`src/rtl/game_pkg.sv`:
```
// Shared definitions for the 2048 move engine.
//   W, N, SHIFT_MAX : tile width, board side, gravity step limit per phase
//   board_t         : board[row][col], each cell a W-bit tile value (0 = empty)
//   DIR_*           : one-hot move directions
//   state_t         : move_compactor sequencer states
package game_pkg;

  localparam int W         = 12;
  localparam int N         = 4;
  localparam int SHIFT_MAX = 3;

  typedef logic [N-1:0][N-1:0][W-1:0] board_t;

  localparam logic [3:0] DIR_LEFT  = 4'b1000;
  localparam logic [3:0] DIR_DOWN  = 4'b0100;
  localparam logic [3:0] DIR_UP    = 4'b0010;
  localparam logic [3:0] DIR_RIGHT = 4'b0001;

  typedef enum logic [2:0] {
    ST_IDLE,
    ST_SHIFT1,
    ST_SUM,
    ST_SHIFT2,
    ST_DONE
  } state_t;

endpackage

```
`src/rtl/board_rotate.sv`:
```
// Combinational board rotation between the natural frame and the work frame,
// in which the move direction always points toward row 0.
//   dir       in  4        one-hot move direction (non-one-hot passes through)
//   inverse   in  1        0: natural -> work frame, 1: work -> natural frame
//   board_in  in  board_t  source board
//   board_out out board_t  rotated board
module board_rotate
  import game_pkg::*;
(
  input  logic [3:0] dir,
  input  logic       inverse,
  input  board_t     board_in,
  output board_t     board_out
);

  always_comb begin
    board_out = board_in;
    for (int i = 0; i < N; i++) begin
      for (int j = 0; j < N; j++) begin
        if (!inverse) begin
          if (dir == DIR_LEFT)       board_out[i][j] = board_in[j][N-1-i];
          else if (dir == DIR_UP)    board_out[i][j] = board_in[N-1-i][j];
          else if (dir == DIR_RIGHT) board_out[i][j] = board_in[N-1-j][i];
        end else begin
          if (dir == DIR_LEFT)       board_out[i][j] = board_in[N-1-j][i];
          else if (dir == DIR_UP)    board_out[i][j] = board_in[N-1-i][j];
          else if (dir == DIR_RIGHT) board_out[i][j] = board_in[j][N-1-i];
        end
      end
    end
  end

endmodule

```
`src/rtl/move_compactor.sv`:
```
// Sequential 2048 move engine: compacts the board toward the move direction,
// hands it to the external summation stage, optionally compacts once more,
// and returns the final board with a moved flag.
//   clk, rst_n   clock, asynchronous active-low reset
//   move_valid   move request; accepted only in IDLE with a one-hot direction
//   move_ready   high in IDLE
//   direction    one-hot move direction
//   board_i      current board (natural frame), sampled on accept
//   sum_dir_o    latched direction to summation
//   sum_board_o  compacted board to summation (meaningful in SUM only)
//   summed_i     combinational summation result (natural frame)
//   sum_ready_i  summation flag, 0 = gaps remain after merging
//   board_o      final board, valid with done
//   done         one-cycle completion pulse
//   moved        board_o differs from the sampled board; held until next accept
module move_compactor
  import game_pkg::*;
(
  input  logic       clk,
  input  logic       rst_n,
  input  logic       move_valid,
  output logic       move_ready,
  input  logic [3:0] direction,
  input  board_t     board_i,
  output logic [3:0] sum_dir_o,
  output board_t     sum_board_o,
  input  board_t     summed_i,
  input  logic       sum_ready_i,
  output board_t     board_o,
  output logic       done,
  output logic       moved
);

  state_t         state, state_next;
  board_t         work, work_next;
  board_t         orig;          // sampled board, kept in the work frame
  board_t         fwd_in, fwd_out, grav;
  logic [3:0]     dir_reg, fwd_dir;
  logic [1:0]     step_cnt, step_cnt_next;
  logic           moved_reg, accept, settled;
  logic [N*N-1:0] unsettled;

  assign accept = (state == ST_IDLE) && move_valid && $onehot(direction);

  // One forward rotator serves both the accept sample and the summation capture.
  assign fwd_dir = (state == ST_IDLE) ? direction : dir_reg;
  assign fwd_in  = (state == ST_SUM) ? summed_i : board_i;

  board_rotate u_fwd (
    .dir      (fwd_dir),
    .inverse  (1'b0),
    .board_in (fwd_in),
    .board_out(fwd_out)
  );

  board_rotate u_inv (
    .dir      (dir_reg),
    .inverse  (1'b1),
    .board_in (work),
    .board_out(board_o)
  );

  assign sum_board_o = board_o;
  assign sum_dir_o   = dir_reg;
  assign move_ready  = (state == ST_IDLE);
  assign done        = (state == ST_DONE);
  // During DONE the flag is live; afterwards the registered copy holds it.
  assign moved       = (state == ST_DONE) ? (work != orig) : moved_reg;

  // One parallel gravity step in the work frame: a tile falls one row when
  // the cell below it was empty at the start of the cycle.
  for (genvar gi = 0; gi < N; gi++) begin : g_row
    for (genvar gj = 0; gj < N; gj++) begin : g_col
      logic         below_empty;
      logic [W-1:0] above;
      if (gi == 0) begin : g_front
        assign below_empty = 1'b0;
      end else begin : g_inner
        assign below_empty = (work[gi-1][gj] == '0);
      end
      if (gi == N-1) begin : g_back
        assign above = '0;
      end else begin : g_feed
        assign above = work[gi+1][gj];
      end
      // An empty cell takes whatever sits above it (the tile above is free to fall).
      assign grav[gi][gj]          = (work[gi][gj] == '0) ? above
                                   : (below_empty ? '0 : work[gi][gj]);
      assign unsettled[gi*N + gj]  = (work[gi][gj] != '0) && below_empty;
    end
  end

  assign settled = ~|unsettled;

  always_comb begin
    state_next    = state;
    work_next     = work;
    step_cnt_next = step_cnt;
    case (state)
      ST_IDLE: begin
        if (accept) begin
          state_next    = ST_SHIFT1;
          work_next     = fwd_out;
          step_cnt_next = '0;
        end
      end
      ST_SHIFT1, ST_SHIFT2: begin
        if (settled || step_cnt == 2'(SHIFT_MAX)) begin
          state_next    = (state == ST_SHIFT1) ? ST_SUM : ST_DONE;
          step_cnt_next = '0;
        end else begin
          work_next     = grav;
          step_cnt_next = step_cnt + 2'd1;
        end
      end
      ST_SUM: begin
        work_next  = fwd_out;
        state_next = sum_ready_i ? ST_DONE : ST_SHIFT2;
      end
      ST_DONE: state_next = ST_IDLE;
      default: state_next = ST_IDLE;
    endcase
  end

  always_ff @(posedge clk or negedge rst_n) begin
    if (!rst_n) begin
      state     <= ST_IDLE;
      work      <= '0;
      orig      <= '0;
      dir_reg   <= '0;
      step_cnt  <= '0;
      moved_reg <= 1'b0;
    end else begin
      state    <= state_next;
      work     <= work_next;
      step_cnt <= step_cnt_next;
      if (accept) begin
        dir_reg   <= direction;
        orig      <= fwd_out;
        moved_reg <= 1'b0;
      end else if (state == ST_DONE) begin
        moved_reg <= (work != orig);
      end
    end
  end

endmodule

```
`config.mk`:
```
export PLATFORM = sky130hd
export DESIGN_NAME = move_compactor
export DESIGN_NICKNAME = d
export VERILOG_FILES = /design/src/rtl/game_pkg.sv /design/src/rtl/board_rotate.sv /design/src/rtl/move_compactor.sv
export SDC_FILE = /design/constraint.sdc
export NUM_CORES = 2
export LEC_CHECK = 0
export CORE_ASPECT_RATIO = 0.6
export CORE_MARGIN = 4
export CORE_UTILIZATION = 30
export CTS_CLUSTER_DIAMETER = 80
export DETAILED_ROUTE_END_ITERATION = 6
export PLACE_DENSITY = 0.58
export RECOVER_POWER = 25
export SETUP_SLACK_MARGIN = 0.02
export SYNTH_ARGS = -nofsm -noshare
export SYNTH_HDL_FRONTEND = slang
export SYNTH_SLANG_ARGS = --single-unit
```
`constraint.sdc`:
```
create_clock -name clk -period 2.64 [get_ports clk]
set_clock_uncertainty 0.1 [all_clocks]
set_input_delay 0.264 -clock clk [delete_from_list [all_inputs] [get_ports clk]]
set_output_delay 0.264 -clock clk [all_outputs]
set_load 0.01 [all_outputs]
```
# Yosys cells after proc, flatten, opt, wreduce, memory -nomap -nowiden
# Cells that the tools add are included.
# classes
n_eq_ne,32
addsub,4
n_reduce_logical,67
muxes,139
# ops
op,count
$mux 12,124
$mux 192,3
$pmux 192 s3,1
$logic_not 12->1,16
$ne 192x192->1,1
$reduce_bool 12->1,12
$reduce_and 4->1,16
$ne 3x3->1 const B,12
$logic_and 1x1->1,14
$mux 3,4
$ne 2x2->1 const B,6
$reduce_or 12->1,1
$pmux 3 s3,1
$eq 4x1->1 const B,2
$eq 4x2->1 const B,2
$eq 4x4->1 const B,2
$eq 3x1->1 const B,2
$eq 3x2->1 const B,2
$add 1x1->2,2
$mux 2,2
$mux 4,1
$pmux 2 s2,1
$reduce_and 2->1,2
$add 2x2->3,1
11 further kinds,12
# word_totals
inputBits,392
register_bits,394

# Depth between registers and ports, before layout
# depth
depth_word,8
depth_mapped,14

# Cells and area by module
# Synthesis repeated with hierarchy kept, for this count alone.
# hier_totals
hier_cells,5512
area_unflattened_um2,44606.5
# modules_own_cells
module,cells_per_inst,n_inst,area_per_inst_um2
move_compactor,2602,1,24922.7
board_rotate,1455,2,9841.9

# Least setup slack after synthesis
# OpenSTA, ideal clock, no wires.
# synth_timing
path_type,input -> register
start,input direction[0]
end,"register work, in the netlist g_row[1].g_col[1].above[10]"
setup_time_ps,125
setup_slack_ps,-810
path_buffers,1
path_stages,12
arrival_time_ps,3226
path_cell_list,inv_1 -> fa_1 -> inv_1 -> ha_1 -> ha_1 -> and4bb_2 -> nor2_1 -> nor3_1 -> a211oi_4 -> a31oi_1 -> buf_2 -> mux2_2
# synth_between
elab_chain_cells,7
word_cells_on_any_way,15
cone_classes,add/sub (2); eq/ne (5); mux (6); reduce/logical (2)
# synth_lines
element,line_no,text
from (decl),move_compactor.sv:23,"input logic [3:0] direction,"
branches (longest 7 deep; another with $add 2x2->3),--,
to (signal assigned),move_compactor.sv:135,work <= work_next;
to (decl),move_compactor.sv:35,"board_t work, work_next;"
# Several ways; the timed one is not identified. The select of a mux whose other input is x is not followed.
# A chain may end at the register's enable or synchronous reset.

# Final worst setup path
# layout_timing
start,"register work, in the netlist g_row[1].g_col[3].above[1]"
end,output moved
# layout_between
elab_chain_cells,2
# layout_lines
element,line_no,text
$ne 192x192->1,move_compactor.sv:68,assign moved = (state == ST_DONE) ? (work != orig) : moved_reg;
$mux 1,--,
to (decl),move_compactor.sv:31,output logic moved
# No other way between the ends.

==> out/results.txt <==
Leading cell type in the layout, fill and taps excluded: sky130_fd_sc_hd__buf_4
Global placer's final weighted congestion: 1.05
Final #Nets: 6386
Number of cell rows: 94
Top-area cell type share of the netlist area: 29.7%
Endpoint class of the critical path: output pin
Commonest cells after routing, fill and taps aside: sky130_fd_sc_hd__buf_4, sky130_fd_sc_hd__nand2_1, sky130_fd_sc_hd__clkdlybuf4s50_1
Max Buffers Root-to-Sink: 3
Global route total overflow: 0
Library cell used as clock root buffer: sky130_fd_sc_hd__clkbuf_16
Register bit count reported by yosys: 394
I/O Pins: 783
Number of clock buffers inserted by TritonCTS: 45
First-pass GRT wire length: 299 mm
Fin. Hold Viols: 0
Worst-case vdd ir drop: 1.36 mV
Clock transition at the register clock pins on the worst setup and hold paths after CTS: 0.06 ns
Critical Path RT: 2.28 ns
Type of origin of the critical path: flip-flop
Worst setup path class: reg2out
Total leakage power: 25.4 nW
Clk sinks: 394
Synth warnings: 0
P&R area growth vs syn: 71.6%
Highest achievable clock rate: 281 MHz
Power density over cell area: 1810 mW/mm2
Initial core utilization: 30.3%
Clock period minus final worst setup slack: 3.56 ns
Total number of vias: 42200
Max-capacitance violation count: 1
Number of global-route vias before repair: 39100
Final wirelength: 224 mm
Syn nets: 4748
Type of the most critical hold path: in2reg
Setup Viol. Count Final: 760
Final slew viol count: 47
Start point of the critical path: g_row[1].g_col[3].above[1]$_DFFE_PN0P_
Vertical die dimension: 266 um
Total number of H-tree levels: 2
Placeable Area: 0.110 mm2
Post-route ant nets: 0
Via/cell ratio: 5.62
Number of I/O port buffers: 782
Area of the die: 0.116 mm2
WL per Instance: 29.8 um
Detailed-router iteration count before antenna repair: 6
Critical path arrival: 3.20 ns
Proportion of synthesized chip area in sequential cells: 29.7%
Final cell area excluding filler cells: 0.0570 mm2
Final cycle utilization of the critical path: 135%
Count of routing violations after the opening detailed-route iteration: 5195
Worst Tran Pin Value: 1.74 ns
Width of the die: 438 um
Startpoint of the worst register-to-register path: state[0]$_DFFE_PN0P_
Most flops, register: orig
Min-Delay Startpoint: sum_ready_i
Cells after synthesis: 4352
Source-to-sink clock delay at the later pin of the worst-skew pair: 0.64 ns
Number of flops mapped to enable cells by yosys: 0
Unrepaired setup endpoints after global routing: true
Count of cell types in the netlist: 61
Critical path fanouts, max: 2
Result of the run: finished with violations
Number of flip-flops in the largest register: 192
Total DRC errors in the routed layout: 0
Fraction of final layout cells with drive strength greater than 1: 36.3%
Cell area after placement: 0.0506 mm2
Primary flip-flop cell chosen by synthesis mapping: sky130_fd_sc_hd__dfrtp_1
Detailed placer's ending HPWL: 178 mm
Failing checks: capacitance limit, slew limit, setup timing
Antenna violations before repair: 11
Dominant cells by area after synthesis: sky130_fd_sc_hd__dfrtp_1, sky130_fd_sc_hd__nand2_1, sky130_fd_sc_hd__mux2i_1
Final cell utilization of the core: 51.9%
Netlist Area Pre-Place: 0.0332 mm2
Worst-case headroom to the max-slew limit: -16.2%
Clock tree from TritonCTS: done
Fraction of synthesis flops using an asynchronous set or reset pin: 100%
Average size of a mapped cell: 7.63 um2
Overall Global Routing Usage: 35.8%
Area leader, netlist: sky130_fd_sc_hd__dfrtp_1
Final worst setup slack: -0.922 ns
Largest net degree at the start of global routing: 69
-- layer usage --
| layer | track usage, % | vias to the layer above | wire, um |
|---|---|---|---|
| li1 | - | 18200 | - |
| met1 | 49.4 | 20500 | 90800 |
| met2 | 49.5 | 3056 | 88000 |
| met3 | 17.1 | 465 | 36900 |
| met4 | 9.91 | 8 | 8090 |
| met5 | 0 | - | 247 |
-- cells in the mapped netlist (all sizes together), types with 16 or more instances --
library cell / count
mux2i: 312
o21ai: 351
nor2b: 98
nand2: 1068
dfrtp: 394
inv: 26
nor4: 69
a221o: 25
a311oi: 25
a22oi: 16
nor2: 242
mux2: 169
xnor2: 128
o22ai: 55
xor2: 59
buf: 293
nand4: 36
nand3: 52
clkbuf: 376
a211oi: 96
a22o: 24
o221ai: 47
a31oi: 230
a21oi: 82
-- metrics by stage --
step           power [mW]  hold slack [ns]  setup TNS [ns]  setup slack, ns  std cells
4_1_cts              96.9            0.125         -428.12            -1.05       7428
2_1_floorplan        43.5           -0.132         -103.24           -0.604       4352
5_1_grt               106            0.409         -415.31           -0.958       7513
6_report              103            0.394         -363.01           -0.922       7515
3_5_place_dp         85.1            0.149         -443.97            -1.47       7216
3_3_place_gp         84.6            0.150         -431.37            -1.43       7216
-- where the power goes --
| group | internal [mW] | total (mW) | switching (mW) | leakage (nW) |
|---|---|---|---|---|
| clock network | 3.79 | 6.68 | 2.89 | 0.744 |
| logic | 39.6 | 84.1 | 44.4 | 19.8 |
| registers | 9.01 | 12.3 | 3.30 | 4.84 |
| total | 52.4 | 103 | 50.6 | 25.4 |
-- critical path, cell delays in order (launching register included) --
cell,delay [ns]
sky130_fd_sc_hd__dfrtp_1,0.39
sky130_fd_sc_hd__xnor2_1,0.17
sky130_fd_sc_hd__buf_4,0.20
sky130_fd_sc_hd__nand4_1,0.17
sky130_fd_sc_hd__or4_4,0.55
sky130_fd_sc_hd__or4_4,0.43
sky130_fd_sc_hd__nor4_2,0.15
sky130_fd_sc_hd__nand3_1,0.21
sky130_fd_sc_hd__nor2b_4,0.19
sky130_fd_sc_hd__buf_6,0.12
-- cell families (layout without fill, tap and decap cells) --
kind of cell / after synthesis / after routing / share of synthesized area, %
xor gates and xnor gates: 187 / 187 / 4.93
AOI/OAI and AO/OA: 961 / 961 / 18.0
muxes: 481 / 481 / 15.7
adders and majority gates: 4 / 4 / 0.173
buffers and inverters: 695 / 2368 / 10.5
DFF: 394 / 394 / 29.7
and+or+nand+nor: 1630 / 1630 / 21.0
other: 0 / 2 / 0
-- final timing paths --
kind / endpoint / slack, ns / cells past startpoint
hold reg to reg: orig[150]$_DFFE_PN0P_ / 0.40 / 2
min in group asynchronous: orig[55]$_DFFE_PN0P_ / 0.59 / 2
setup / recovery: moved / -0.92 / 9
hold / removal: state[2]$_DFFE_PN0P_ / 0.39 / 4
setup reg to reg: g_row[0].g_col[0].above[5]$_DFFE_PN0P_ / -0.77 / 10
max in group asynchronous: g_row[1].g_col[2].above[10]$_DFFE_PN0P_ / 0.28 / 3
-- layout make-up --
| type | instances | area (um2) |
|---|---|---|
| clock buffer | 69 | 1330 |
| clock inverter | 13 | 201 |
| sequential | 394 | 9880 |
| multi-input combinational | 3263 | 22100 |
| antenna | 2 | 5.00 |
| timing repair buffer | 2260 | 21500 |
| inverter | 26 | 105 |
| tap | 1488 | 1860 |
| fill | 10200 | 52700 |
-- repair_timing --
item                                    4_1_cts  5_1_grt
setup buffers                               104       92
gates resized for setup                     648      592
cloned                                       34       14
endpoints found under the setup margin      770      778
hold buffers                                  1        3
pin swaps                                    60       79
hold endpoints to repair                    292        3
No activity file was read; power rests on OpenSTA's default activity.
